===== src/rtl/mdio_pkg.sv =====
// Shared definitions for the Clause-22 MDIO peripheral and its register bank:
// FSM state encoding, frame field codes and bit-position landmarks.
package mdio_pkg;

  typedef enum logic [2:0] {
    S_IDLE      = 3'd0,
    S_HEADER    = 3'd1,
    S_WRITE     = 3'd2,
    S_READ_TA   = 3'd3,
    S_READ_DATA = 3'd4,
    S_DISCARD   = 3'd5
  } mdio_state_e;

  localparam logic [1:0] MDIO_ST = 2'b01;
  localparam logic [1:0] OP_WR   = 2'b01;
  localparam logic [1:0] OP_RD   = 2'b10;

  // Bit positions are MDC-rise numbers within a frame (1-based).
  localparam logic [5:0] HDR_BITS   = 6'd14;
  localparam logic [5:0] FRAME_BITS = 6'd32;
  localparam logic [5:0] TA_END     = 6'd16;

  localparam int unsigned REG_NUM = 32;
  localparam int unsigned DATA_W  = 16;

endpackage


===== src/rtl/mdio_peripheral.sv =====
// PHY-side Clause-22 MDIO slave. MDC is sampled on CLK; every frame action
// happens on the CLK cycle where an MDC rise or fall is detected.
// Optional build macro MDIO_PHYAD_FILTER_EN: frames whose PHYAD differs from
// PHY_ADDR are silently discarded (no FRAME_ERR, no ADDR update).
module mdio_peripheral
  import mdio_pkg::*;
#(
  parameter logic [4:0] PHY_ADDR = 5'd1
) (
  input  logic        CLK,
  input  logic        RESET,
  input  logic        MDC,
  input  logic        MDIO_OE,
  input  logic        MDIO_OUT,
  output logic        MDIO_IN,
  output logic [4:0]  ADDR,
  output logic [15:0] WR_DATA,
  output logic        WR_STB,
  input  logic [15:0] RD_DATA,
  output logic        FRAME_ERR
);

  mdio_state_e state_q, state_d;
  logic        mdc_q;
  logic [5:0]  cnt_q, cnt_d;
  logic [12:0] hdr_q, hdr_d;       // first 13 header bits; bit 14 is taken live
  logic [15:0] wsh_q, wsh_d;       // TA bits shift out the top before data lands
  logic [15:0] rsh_q, rsh_d;
  logic        cap_q, cap_d;
  logic        mdio_in_q, mdio_in_d;
  logic [4:0]  addr_q, addr_d;
  logic [15:0] wr_data_q, wr_data_d;
  logic        wr_stb_q, wr_stb_d;
  logic        frame_err_q, frame_err_d;

  logic        rise_s, fall_s;
  logic [5:0]  cnt_inc_s;
  logic [13:0] hdr_full_s;
  logic [1:0]  st_s, op_s;
  logic [4:0]  phyad_s, regad_s;
  logic        hdr_bad_s, phy_hit_s, phy_drop_s;

  assign rise_s     = MDC & ~mdc_q;
  assign fall_s     = ~MDC & mdc_q;
  assign cnt_inc_s  = cnt_q + 6'd1;
  assign hdr_full_s = {hdr_q, MDIO_OUT};
  assign st_s       = hdr_full_s[13:12];
  assign op_s       = hdr_full_s[11:10];
  assign phyad_s    = hdr_full_s[9:5];
  assign regad_s    = hdr_full_s[4:0];
  assign hdr_bad_s  = (st_s != MDIO_ST) || ((op_s != OP_WR) && (op_s != OP_RD));
  assign phy_hit_s  = (phyad_s == PHY_ADDR);

`ifdef MDIO_PHYAD_FILTER_EN
  assign phy_drop_s = ~phy_hit_s;
`else
  logic unused_phy_hit_s;
  assign unused_phy_hit_s = phy_hit_s;
  assign phy_drop_s       = 1'b0;
`endif

  // State register.
  always_ff @(posedge CLK or negedge RESET) begin
    if (!RESET) begin
      state_q <= S_IDLE;
    end else begin
      state_q <= state_d;
    end
  end

  // Next-state decode driven by detected MDC edges and the bit counter.
  always_comb begin
    state_d = state_q;
    case (state_q)
      S_IDLE: begin
        if (rise_s && MDIO_OE) state_d = S_HEADER;
        else                   state_d = S_IDLE;
      end
      S_HEADER: begin
        if (rise_s && (cnt_inc_s == HDR_BITS)) begin
          if (hdr_bad_s || phy_drop_s) state_d = S_DISCARD;
          else if (op_s == OP_WR)      state_d = S_WRITE;
          else                         state_d = S_READ_TA;
        end else begin
          state_d = S_HEADER;
        end
      end
      S_WRITE: begin
        if (rise_s && (cnt_inc_s == FRAME_BITS)) state_d = S_IDLE;
        else if (rise_s && !MDIO_OE)             state_d = S_IDLE;
        else                                     state_d = S_WRITE;
      end
      S_READ_TA: begin
        if (fall_s && (cnt_q == TA_END)) state_d = S_READ_DATA;
        else                             state_d = S_READ_TA;
      end
      S_READ_DATA: begin
        if (fall_s && (cnt_q == FRAME_BITS)) state_d = S_IDLE;
        else                                 state_d = S_READ_DATA;
      end
      S_DISCARD: begin
        if (rise_s && (cnt_inc_s == FRAME_BITS)) state_d = S_IDLE;
        else                                     state_d = S_DISCARD;
      end
      default: state_d = S_IDLE;
    endcase
  end

  // Datapath and output next values: shifting, counting, strobes and MDIO_IN.
  always_comb begin
    cnt_d       = cnt_q;
    hdr_d       = hdr_q;
    wsh_d       = wsh_q;
    rsh_d       = rsh_q;
    cap_d       = 1'b0;
    mdio_in_d   = mdio_in_q;
    addr_d      = addr_q;
    wr_data_d   = wr_data_q;
    wr_stb_d    = 1'b0;
    frame_err_d = 1'b0;
    case (state_q)
      S_IDLE: begin
        if (rise_s && MDIO_OE) begin
          hdr_d = hdr_full_s[12:0];
          cnt_d = 6'd1;
        end else begin
          cnt_d = cnt_q;
        end
      end
      S_HEADER: begin
        if (rise_s) begin
          hdr_d = hdr_full_s[12:0];
          cnt_d = cnt_inc_s;
          if (cnt_inc_s == HDR_BITS) begin
            if (hdr_bad_s) begin
              frame_err_d = 1'b1;
            end else if (!phy_drop_s) begin
              addr_d = regad_s;
              cap_d  = (op_s == OP_RD);
            end else begin
              addr_d = addr_q;
            end
          end else begin
            frame_err_d = 1'b0;
          end
        end else begin
          cnt_d = cnt_q;
        end
      end
      S_WRITE: begin
        if (rise_s) begin
          cnt_d = cnt_inc_s;
          wsh_d = {wsh_q[14:0], MDIO_OUT};
          if (cnt_inc_s == FRAME_BITS) begin
            wr_data_d = {wsh_q[14:0], MDIO_OUT};
            wr_stb_d  = 1'b1;
          end else begin
            wr_stb_d  = 1'b0;
          end
        end else begin
          cnt_d = cnt_q;
        end
      end
      S_READ_TA: begin
        // ADDR became valid on entry, so the bank output is stable now.
        if (cap_q) rsh_d = RD_DATA;
        else       rsh_d = rsh_q;
        if (rise_s) begin
          cnt_d = cnt_inc_s;
        end else if (fall_s && (cnt_q == TA_END - 6'd1)) begin
          mdio_in_d = 1'b0;
        end else if (fall_s && (cnt_q == TA_END)) begin
          mdio_in_d = rsh_q[15];
          rsh_d     = {rsh_q[14:0], 1'b0};
        end else begin
          cnt_d = cnt_q;
        end
      end
      S_READ_DATA: begin
        if (rise_s) begin
          cnt_d = cnt_inc_s;
        end else if (fall_s && (cnt_q == FRAME_BITS)) begin
          mdio_in_d = 1'b0;
        end else if (fall_s) begin
          mdio_in_d = rsh_q[15];
          rsh_d     = {rsh_q[14:0], 1'b0};
        end else begin
          mdio_in_d = mdio_in_q;
        end
      end
      S_DISCARD: begin
        if (rise_s) cnt_d = cnt_inc_s;
        else        cnt_d = cnt_q;
      end
      default: begin
        cnt_d     = 6'd0;
        mdio_in_d = 1'b0;
      end
    endcase
  end

  // Datapath and output registers; asynchronous reset clears MDIO_IN mid-frame.
  always_ff @(posedge CLK or negedge RESET) begin
    if (!RESET) begin
      mdc_q       <= 1'b0;
      cnt_q       <= 6'd0;
      hdr_q       <= 13'd0;
      wsh_q       <= 16'd0;
      rsh_q       <= 16'd0;
      cap_q       <= 1'b0;
      mdio_in_q   <= 1'b0;
      addr_q      <= 5'd0;
      wr_data_q   <= 16'd0;
      wr_stb_q    <= 1'b0;
      frame_err_q <= 1'b0;
    end else begin
      mdc_q       <= MDC;
      cnt_q       <= cnt_d;
      hdr_q       <= hdr_d;
      wsh_q       <= wsh_d;
      rsh_q       <= rsh_d;
      cap_q       <= cap_d;
      mdio_in_q   <= mdio_in_d;
      addr_q      <= addr_d;
      wr_data_q   <= wr_data_d;
      wr_stb_q    <= wr_stb_d;
      frame_err_q <= frame_err_d;
    end
  end

  assign MDIO_IN   = mdio_in_q;
  assign ADDR      = addr_q;
  assign WR_DATA   = wr_data_q;
  assign WR_STB    = wr_stb_q;
  assign FRAME_ERR = frame_err_q;

endmodule


===== config.mk =====
export PLATFORM = sky130hd
export DESIGN_NAME = mdio_peripheral
export DESIGN_NICKNAME = d
export VERILOG_FILES = /design/src/rtl/mdio_pkg.sv /design/src/rtl/mdio_peripheral.sv
export SDC_FILE = /design/constraint.sdc
export NUM_CORES = 1
export LEC_CHECK = 0
export ABC_CLOCK_PERIOD_IN_PS = 2990
export BUFFER_PORTS_ARGS = -buffer_cell sky130_fd_sc_hd__buf_2
export CAP_MARGIN = 30
export CELL_PAD_IN_SITES_DETAIL_PLACEMENT = 0
export CELL_PAD_IN_SITES_GLOBAL_PLACEMENT = 1
export CORE_MARGIN = 2
export CORE_UTILIZATION = 46
export CTS_CLUSTER_SIZE = 14
export DETAILED_ROUTE_END_ITERATION = 10
export PLACE_DENSITY_LB_ADDON = 0.1
export SLEW_MARGIN = 20
export SYNTH_ARGS = -nofsm -noshare
export SYNTH_HDL_FRONTEND = slang
export SYNTH_SLANG_ARGS = --single-unit

===== constraint.sdc =====
create_clock -name CLK -period 2.99 [get_ports CLK]
set_input_delay 0.1495 -clock CLK [delete_from_list [all_inputs] [get_ports CLK]]
set_output_delay 0.1495 -clock CLK [all_outputs]
set_load 0.1 [all_outputs]

* Yosys cells after proc, flatten, opt, wreduce, memory -nomap -nowiden
Index checks and enable logic that the tools add are counted.
** Storage, ports and cells
- Bits in registers :: 79
- Bits of input ports :: 21
- Word-level logic and storage cells :: 107
- Output and inout bits :: 24
** Cells by class
- Bitwise logic cells :: 6
- Multiplexer cells :: 42
- Reductions and logical operators :: 22
- Eq/ne operators :: 24
- Add/subtract/negate cells :: 1
** Operators with widths (number)
- two-way mux 16 bit :: 7
- one-hot mux 16 bit (2 select lines) :: 1
- two-way mux 13 bit :: 2
- one-hot mux 13 bit (2 select lines) :: 1
- two-way mux 1 bit :: 19
- one-hot mux 3 bit (6 select lines) :: 1
- two-way mux 3 bit :: 5
- inequality test 2 bit, second input constant :: 7
- equality test 6 x 4 -> 1 bit, second input constant :: 2
- equality test 6 bit, second input constant :: 2
- two-way mux 6 bit :: 2
- one-hot mux 6 bit (2 select lines) :: 1
- logical AND 1 bit :: 8
- AND reduction 4 bit :: 2
- adder 6 x 1 -> 6 bit, second input constant :: 1
- equality test 3 x 2 -> 1 bit, second input constant :: 2
- equality test 3 bit, second input constant :: 2
- equality test 6 x 5 -> 1 bit, second input constant :: 1
- inequality test 2 x 1 -> 1 bit, second input constant :: 3
- inequality test 3 bit, second input constant :: 2
- AND reduction 3 bit :: 2
- AND reduction 5 bit :: 1
- OR reduction 5 bit :: 1
- two-way mux 2 bit :: 2
- 12 further kinds :: 18

* Depth between registers and ports, before layout
Gate-level depths: netlist (run 1).
- Depth in word-level cells :: 7
- Mapped depth :: 9
- Mapped depth without buffers :: 7

* Least setup slack after synthesis (run 1)
OpenSTA, ideal clock, no wires.
- Path kind :: reg-to-reg
- Start point :: register cnt_q[0]
- End point :: register wr_data_q[10], in the netlist WR_DATA[10]
- Path buffers :: 1
- Slack :: 0.553 ns
- Setup time :: 0.125 ns
- Data arrival time :: 2.311 ns
- Data required time :: 2.865 ns
- Stages on the path, launching flop included :: 8
- Clock period less this slack :: 2.437 ns
- Cell sequence :: dfrtp_1 > ha_1 > xnor2_1 > a22oi_1 > or3_1 > nor3b_2 > buf_4 > mux2_2
** On the way
- Word-level cells in the longest chain between the ends :: 3
** Ends and longest elaborated chain
- start: declaration :: line mdio_peripheral.sv:25 : logic [5:0] cnt_q, cnt_d;
- start signal: assignment :: line mdio_peripheral.sv:218 : cnt_q <= cnt_d;
- adder 6 x 1 -> 6 bit :: line mdio_peripheral.sv:45 : assign cnt_inc_s = cnt_q + 6'd1;
- equality test 6 bit :: line mdio_peripheral.sv:154 : if (cnt_inc_s == FRAME_BITS) begin
- AND reduction 3 bit (no source line)
- end signal: assignment :: line mdio_peripheral.sv:225 : wr_data_q <= wr_data_d;
- end: declaration :: line mdio_peripheral.sv:32 : logic [15:0] wr_data_q, wr_data_d;
Every way passes these cells.
A chain may end at the register's enable or synchronous reset.

* Final worst setup path (run 1)
- Start point :: register cnt_q[0]
- End point :: register addr_q[4], in the netlist ADDR[4]
** On the way
- Word-level cells in the longest chain between the ends :: 3
** Ends and longest elaborated chain
- adder 6 x 1 -> 6 bit :: line mdio_peripheral.sv:45
- equality test 6 x 4 -> 1 bit :: line mdio_peripheral.sv:134 : if (cnt_inc_s == HDR_BITS) begin
- AND reduction 4 bit (no source line)
- end signal: assignment :: line mdio_peripheral.sv:224 : addr_q <= addr_d;
- end: declaration :: line mdio_peripheral.sv:31 : logic [4:0] addr_q, addr_d;
Every way passes these cells.

==> flow_summary.toml, run 1 <==
[outcome]
status = "finished clean"

[clock_network]
clock-sinks = 79
numCtsBuffers = 9
post_cts_resized = 0
clockBufferDepth = 2
cts.clk_slew.worst_paths_ps = 80
htreeDepth = 3
cts_root_buffer = "clkbuf_8"
clk_latency_ps = 350
cts_tree = "yes"

[placed_design]
routabilityCongestion = 0.768
portBuffers = 44
placed_area_um2 = 3910
dpl.hpwl_um = 4450
placed_cells = 421

[routing]
wirelength_um = 6800
drt-initial-drc-count = 115
dr.pass1.iters = 4
via_count = 2389
wl_per_cell_um = 15.5
viasPerCell = 5.44
drc = 0
postRouteAntennaNets = 0

[pwr]
pwr-share-seq = 0.472
p_leak_nw = 2.01
p_comb_frac = 0.196
internal-power_mw = 2.01
cellPowerDensity_nw_per_um2 = 683
p_sw_frac = 0.293
power_frac_clock = 0.332
vdd_ir_drop_max_uv = 358
p_switching_uw = 835

[floorplanning]
io_pins = 45
coreArea_um2 = 7610
start_util = 0.466
rows = 32
dieArea_um2 = 8430
dieHeight_um = 91.8
fp.dieW_um = 91.8

[logic_synthesis]
synth_ff_type = "dfrtp_1"
post_synth_num_cell_types = 49
syn_inst = 282
syn-num-nets = 309
synth_edf_count = 0
postSynthRegisterBits = 79
yosysWarnings = 0
synthTopCellsByArea = "dfrtp_1 56%, mux2_2 13%, o2bb2ai_1 4.0%"
async_flop_share = 1.00
yosysTopAreaCellShare = 0.558
synth.avg_cell_area_um2 = 12.6
synth_area_um2 = 3550
yosysMostFrequentCell = "dfrtp_1"
synth_largest_area_cell = "dfrtp_1"
synth_commonest_cells = "79 x dfrtp_1, 41 x mux2_2, 20 x nand2_1"
yosysSeqAreaShare = 0.558

[critical_path]
crit_arrival_ps = 2890
r2r_setup_slack_ps = 320
startpoint = "cnt_q[0]"
critPathCaptureType = "register"
worst-setup-path-type = "reg -> reg"
cp_max_fo = 9
reg2reg_to = "ADDR[4]"
timing.rr.start = "cnt_q[0]"
crit_end = "ADDR[4]"
ff2ff_path_depth = 6
crit_path_start_kind = "register"
crit_required_ps = 3220

[layout]
nets = 359
final_cell_count_no_fill = 439
seq_area_um2 = 1980
drive_gt1_frac = 0.353
syn_to_final_growth_pct = 17.5
design_area_um2 = 4170
multi_input_area_um2 = 1480
nFillCells = 662
num_antenna_cells = 0

[timing]
setup_viol = 0
finalCriticalPeriod_ps = 2670
hold_violations = 0
grt_setup_unrepaired = "false"
slew_viol_final = 0
skew_ps = 10.6
tightest_slew_ps = 703
maxSlewHeadroom = 0.531
fin_crit_sh = 0.893
fmax_mhz = 375
fin_setup_tns_ps = 0

[global_routing]
grt_start_max_net_pins = 48
grt_usage = 0.173
grt_antenna_before_repair = 0
grt_pass1_wl_um = 11600
grt_pass1_vias = 2418
gr-total-overflow = 0

[hold_path]
holdPathStages = 3
hold_path_class = "in -> reg"

[run]
drv_cap = 0
-- power by group through the flow --
| stage | Sequential, mW | Combinational (mW) | Clock (mW) |
|---|---|---|---|
| 6_report | 1.34 | 0.559 | 0.945 |
| 5_1_grt | 1.36 | 0.629 | 1.02 |
| 4_1_cts | 1.34 | 0.565 | 0.968 |
| 3_5_place_dp | 1.36 | 0.560 | 0 |
| 3_3_place_gp | 1.35 | 0.551 | 0 |
| 2_1_floorplan | 1.31 | 0.438 | 0 |
-- area by class of cell --
type,count,area share
Clock buffer,11,0.0315
Clock inverter,5,0.0255
Inverter,9,0.00811
Multi-Input combinational cell,180,0.354
Sequential cell,79,0.474
Tap cell,102,0.0306
Timing Repair Buffer,53,0.0757
-- metrics by stage --
stage / power, mW / hold slack (ps) / util / setup slack [ps]
global route: 3.01 / 50.7 / 0.548 / 167
floorplan: 1.75 / -146 / - / 553
detailed placement: 1.92 / 125 / 0.514 / 340
finish: 2.85 / 53.3 / 0.548 / 320
CTS: 2.87 / 37.8 / 0.548 / 311
global placement: 1.91 / 347 / 0.510 / 418
-- what timing repair did --
| item | CTS | global route |
|---|---|---|
| setup buffers | 0 | 0 |
| hold endpoints to repair | 33 | 0 |
| endpoints found under the setup margin | 0 | 0 |
| hold buffers | 2 | 0 |
-- critical path, cell delays in order (launching register included) --
cell     delay, ps
dfrtp_1        500
ha_1           310
nand3_1        140
xor2_1         170
or4b_4         520
or3_1          560
mux2_4         350
-- worst min path at each step --
stage	from	to	slack, ps
after floorplan	RESET	ADDR[0]	-150
after global placement	MDC	mdc_q	350
after detailed placement	RESET	cnt_q[2]	120
after CTS	RD_DATA[0]	rsh_q[0]	40
after global routing	RD_DATA[0]	rsh_q[0]	50
final	RD_DATA[0]	rsh_q[0]	50
-- cell families after synthesis --
kind of cell / share of synthesized area
multiplexers: 0.155
adder cells (fa/ha/maj): 0.0212
AND/OR/NAND/NOR: 0.0977
XOR/XNOR: 0.00988
flip-flops: 0.558
AO/OA/AOI/OAI: 0.130
buffers and inverters: 0.0293
-- sequential cells by signal (all words and copies together) (netlist names), 3 cells and up --
name / flops
ADDR: 5
WR_DATA: 16
cnt_q: 6
hdr_q: 13
rsh_q: 16
state_q: 3
wsh_q: 15
-- cells in the final DEF (no fill, tap or decap), types with 2 or more instances in the layout --
cell type      Yosys  layout
mux2_2            41      41
and2b_1            2       2
dfrtp_1           79      79
ha_1               6       6
buf_4              2       7
o2bb2ai_1         16      16
nand2b_1           3       3
bufinv_16          0       3
nand3_1            4       4
a31oi_1            2       2
a22oi_1           16      16
inv_1              9       9
mux2_4             5       5
a21oi_1            3       3
dlygate4sd3_1      0       2
nor3b_1            4       4
clkbuf_1           9       2
clkbuf_8           0       9
xnor2_1            3       3
o221ai_1           2       2
o21ai_0           10      10
nor2b_1            2       2
or3_1              2       2
a211o_1            2       2
nor3_1             3       3
nor2_1             8       8
buf_2              2      43
o22ai_1            2       2
nand2_1           20      20
o211ai_1           2       2
-- routing by layer --
layer / GRT usage / part of all wire
met1: 0.250 / 0.49
met2: 0.256 / 0.45
met3: 0.0419 / 0.048
met4: 0.0622 / 0.0093
met5: 0 / 0
Power figures use the tool's default switching activity.
==> inputs of run 2 (changes only) <==
--- a/config.mk
+++ b/config.mk
@@ -15,6 +15,7 @@
 export CTS_CLUSTER_SIZE = 14
 export DETAILED_ROUTE_END_ITERATION = 10
 export PLACE_DENSITY_LB_ADDON = 0.1
+export SETUP_SLACK_MARGIN = 0.4
 export SLEW_MARGIN = 20
 export SYNTH_ARGS = -nofsm -noshare
 export SYNTH_HDL_FRONTEND = slang
==> run 2 against run 1 <==
  * Sequential power is essentially flat
  * Register-to-register slack gained 220 ps
  * Flip-flop and latch count is the same
  * Design area grew 0.21%
  * Clock skew grew 1.7 ps
  * Critical path type unchanged
  * Critical endpoint unchanged
==> flow_summary.toml, run 2 (synthesis gave the netlist of run 1 again) <==
[outcome]
status = "finished clean"

[critical_path]
crit_arrival_ps = 2680
worst-setup-path-type = "reg -> reg"
cp_slowest_cell = "or4b_4"
crit_path_start_kind = "register"
cp.buffers_inverters = 0
crit_path_max_incr_delay_ps = 520
ff2ff_path_depth = 6
cp_top_family = "simple AND/OR/NAND/NOR gates"
timing.rr.start = "cnt_q[1]"
cp_cell_sequence = "ha_2 > nand3_1 > xor2_1 > or4b_4 > or3_4 > mux2_4"
worstSetupPathDepth = 6
startpoint = "cnt_q[1]"
cp_max_fo = 7
critPathCaptureType = "register"
crit_required_ps = 3220

[timing]
skew_ps = 12.2
fin_crit_sh = 0.820
fin_setup_tns_ps = 0
tightest_slew_ps = 702
finalCriticalPeriod_ps = 2450
fmax_mhz = 408
setup_viol = 0
grt_setup_unrepaired = "false"
maxSlewHeadroom = 0.532
slew_viol_final = 0
hold_violations = 0

[routing]
wirelength_um = 6800
drt-initial-drc-count = 109
viasPerCell = 5.44
drc = 0
postRouteAntennaNets = 0
wl_per_cell_um = 15.5
via_count = 2387
dr.pass1.iters = 4

[layout]
syn_to_final_growth_pct = 17.7
final_common_cell = "dfrtp_1"
nets = 359
nFillCells = 663
mostFrequentLayoutCells = "78 x dfrtp_1, 43 x buf_2, 41 x mux2_2, 20 x nand2_1"
final_util = 0.549
num_antenna_cells = 0
seq_area_um2 = 1980
multi_input_area_um2 = 1480
drive_gt1_frac = 0.362

[clock_network]
cts_root_buffer = "clkbuf_8"
cts.clk_slew.worst_paths_ps = 90
htreeDepth = 3
clock-sinks = 79
postCtsSetupBuffers = 0
clockBufferDepth = 2
clk_latency_ps = 350
cts_tree = "yes"
numCtsBuffers = 9

[placed_design]
dpl.hpwl_um = 4450
portBuffers = 44
routabilityCongestion = 0.768

[floorplanning]
fp.dieW_um = 91.8
dieArea_um2 = 8430
io_pins = 45
coreArea_um2 = 7610
start_util = 0.466
rows = 32
dieHeight_um = 91.8

[global_routing]
grt_antenna_before_repair = 0
grt_pass1_wl_um = 11700
grt_pass1_vias = 2433
grt_usage = 0.174
grt_start_max_net_pins = 48
gr-total-overflow = 0

[hold_path]
holdPathStages = 3
hold_path_class = "in -> reg"
hold_start = "RD_DATA[0]"

[pwr]
vdd_ir_drop_max_uv = 359
cellPowerDensity_nw_per_um2 = 684
p_leak_nw = 2.01
fin_total_pwr_mw = 2.86

[run]
drv_cap = 0
[run 2: cell counts in the layout (fill, tap and decap cells not counted)]
No cell type changed its count.
[run 2: worst min-delay path, delay by kind of cell]
family	cells	cell delay, ps
buffers and inverters	1	90
and+or+nand+nor	1	50
AOI/OAI and AO/OA	1	60
[run 2: worst paths after layout]
check                      endpoint  slack, ps
max in group asynchronous   ADDR[2]       2140
hold / removal             rsh_q[0]         50
hold reg to reg            hdr_q[9]        490
min in group asynchronous  cnt_q[2]        280
setup / recovery            ADDR[4]        540
setup reg to reg            ADDR[4]        540
[run 2: final cells by class]
type	count	share of cell area
Sequential cell	79	0.474
Clock inverter	5	0.0255
Inverter	9	0.00809
Multi-Input combinational cell	180	0.355
Clock buffer	11	0.0315
Tap cell	102	0.0306
Timing Repair Buffer	53	0.0755
[run 2: per-layer routing]
layer	track usage	vias up	part of all wire
met4	0.0622	0	0.011
met3	0.0419	6	0.045
met1	0.250	1206	0.49
met2	0.259	42	0.45
met5	0	-	0
li1	-	1133	-
[run 2: per-stage QoR]
step                      setup slack [ps]  hold slack [ps]  area [µm²]  instances
after floorplan                        553             -146        3550        282
after global placement                 418              347        3880        420
after detailed placement               340              125        3910        421
after CTS                              430             37.8        4170        439
after global routing                   408             50.7        4180        439
final                                  537             50.1        4180        439
[run 2: repair_timing]
item                                    in CTS  in global routing
gates resized for setup                      1                  2
hold endpoints to repair                    33                  0
endpoints found under the setup margin       5                  5
hold buffers                                 2                  0
[run 2: power breakdown]
| group | leakage, nW | internal, mW | switching, mW | total [mW] |
|---|---|---|---|---|
| combinational | 0.826 | 0.260 | 0.303 | 0.564 |
| clock | 0.114 | 0.557 | 0.393 | 0.950 |
| sequential | 1.07 | 1.20 | 0.143 | 1.34 |
| total | 2.01 | 2.02 | 0.840 | 2.86 |
==> inputs of run 3 (changes only) <==
--- a/config.mk
+++ b/config.mk
@@ -5,13 +5,13 @@
 export SDC_FILE = /design/constraint.sdc
 export NUM_CORES = 1
 export LEC_CHECK = 0
-export ABC_CLOCK_PERIOD_IN_PS = 2990
+export ABC_CLOCK_PERIOD_IN_PS = 2000
 export BUFFER_PORTS_ARGS = -buffer_cell sky130_fd_sc_hd__buf_2
 export CAP_MARGIN = 30
 export CELL_PAD_IN_SITES_DETAIL_PLACEMENT = 0
 export CELL_PAD_IN_SITES_GLOBAL_PLACEMENT = 1
 export CORE_MARGIN = 2
-export CORE_UTILIZATION = 46
+export CORE_UTILIZATION = 42
 export CTS_CLUSTER_SIZE = 14
 export DETAILED_ROUTE_END_ITERATION = 10
 export PLACE_DENSITY_LB_ADDON = 0.1
==> constraint.sdc (replaced) <==
create_clock -name CLK -period 2 [get_ports CLK]
set_input_delay 0.1 -clock CLK [delete_from_list [all_inputs] [get_ports CLK]]
set_output_delay 0.1 -clock CLK [all_outputs]
set_load 0.1 [all_outputs]
==> run 3 against run 2 <==
  * The run now ends with setup timing left
  * Register-to-register slack got worse by 740 ps
  * Global-route usage barely moved
  * Clock power rose by 45%
  * Flip-flop and latch count did not move
  * Combinational power rose to 2.6 times the previous value
  * Highest routed layer unchanged
  * Critical endpoint is now WR_DATA[1]
  * Die area rose by 9.1%
  * Wire length rose by 9.0%
==> flow_summary.toml, run 3 (synthesis gave the netlist of run 1 again) <==
[outcome]
status = "complete, but fails checks"
failed_checks = "setup timing"

[critical_path]
timing.rr.start = "cnt_q[1]"
r2r_setup_slack_ps = -200
reg2reg_to = "WR_DATA[1]"
cp_max_fo = 17
worst-setup-path-type = "reg -> reg"
crit_path_max_incr_delay_ps = 420
cp_top_family = "simple AND/OR/NAND/NOR gates"
cp.buffers_inverters = 2
crit_required_ps = 2240
cp_cell_sequence = "ha_4 > buf_6 > or2b_1 > nand2_1 > or3_4 > nor3b_4 > buf_12 > mux2_2"
critPathCaptureType = "register"
crit_path_start_kind = "register"
crit_arrival_ps = 2440
ff2ff_path_depth = 8
cp_slowest_cell = "dfrtp_2"

[clock_network]
numCtsBuffers = 9
cts_tree = "yes"
clock-sinks = 79
cts_root_buffer = "clkbuf_8"
cts.clk_slew.worst_paths_ps = 90
clk_latency_ps = 360
clockBufferDepth = 2
htreeDepth = 3

[hold_path]
hold_start = "MDIO_OUT"
hold_path_class = "in -> reg"
whs_endpoint = "ADDR[0]"
holdPathStages = 2

[floorplanning]
dieArea_um2 = 9190
start_util = 0.432
dieHeight_um = 95.9
fp.dieW_um = 95.9
rows = 33
io_pins = 45
coreArea_um2 = 8220

[global_routing]
grt_pass1_wl_um = 12100
grt_pass1_vias = 2581
grt_start_max_net_pins = 61
grt_antenna_before_repair = 0
gr-total-overflow = 0
grt_usage = 0.174

[timing]
holdWs_ps = 19.4
hold_violations = 0
setup_viol = 24
maxSlewHeadroom = 0.501
tightest_slew_ps = 748
skew_ps = 13.4
fmax_mhz = 454
slew_viol_final = 0
finalCriticalPeriod_ps = 2200
setup_slack_ps = -204
grt_setup_unrepaired = "true"
fin_crit_sh = 1.10

[placed_design]
dpl.hpwl_um = 5090
portBuffers = 44
routabilityCongestion = 0.805
dp_slack_ps = -307
placed_area_um2 = 4300

[routing]
via_count = 2560
wl_per_cell_um = 15.2
wirelength_um = 7410
postRouteAntennaNets = 0
dr.pass1.iters = 4
drc = 0
drt-initial-drc-count = 83
viasPerCell = 5.24

[pwr]
vdd_ir_drop_max_uv = 448
p_leak_nw = 2.32
cellPowerDensity_nw_per_um2 = 1000
fin_total_pwr_mw = 4.85

[run]
drv_cap = 0

[layout]
syn_to_final_growth_pct = 36.2
drive_gt1_frac = 0.521
final_common_cell = "dfrtp_1"
num_antenna_cells = 0
nets = 406
mostFrequentLayoutCells = "75 x dfrtp_1, 43 x buf_2, 43 x buf_4, 38 x mux2_2, 17 x nand2_1"
design_area_um2 = 4830
[run 3: worst max-delay path by stage]
| stage | start | end | cells past startpoint |
|---|---|---|---|
| final | cnt_q[1] | WR_DATA[1] | 8 |
| after global routing | cnt_q[1] | WR_DATA[12] | 8 |
| after CTS | cnt_q[1] | ADDR[2] | 6 |
| after detailed placement | cnt_q[1] | ADDR[0] | 6 |
| after global placement | cnt_q[1] | ADDR[4] | 6 |
| after floorplan | cnt_q[0] | WR_DATA[10] | 7 |
[run 3: area by class of cell]
cell class / instances / area [µm²]
Timing Repair Buffer: 100 / 736
Clock buffer: 11 / 151
Clock inverter: 5 / 88.8
Multi-Input combinational cell: 180 / 1710
Fill cell: 700 / 3390
Sequential cell: 79 / 1980
Inverter: 9 / 33.8
Tap cell: 105 / 131
[run 3: what timing repair did]
action | CTS | global route
setup endpoints to repair | 60 | 60
setup buffers | 3 | 2
gates cloned | 0 | 1
resized for setup | 16 | 25
pin swaps | 9 | 8
hold buffers | 3 | 0
hold endpoints to repair | 60 | 0
[run 3: power by group]
group	switching (mW)	leakage, nW	internal [mW]	total (mW)
clock network	0.598	0.122	0.784	1.38
registers	0.178	1.07	1.80	1.98
logic	0.706	1.13	0.786	1.49
[run 3: through the flow]
stage                     utilization  instances  setup TNS [ps]
after detailed placement        0.523        464           -4390
after CTS                       0.568        486           -4380
final                           0.588        489           -4180
after floorplan                     -        282           -3570
after global routing            0.588        489           -5820
after global placement          0.523        464           -4120
[run 3: routing by layer]
metal,track usage,vias to the layer above,routed length (µm)
li1,-,1227,-
met1,0.225,1266,3350
met5,0,-,0
met3,0.0454,16,334
met4,0.0810,0,146
met2,0.275,51,3580
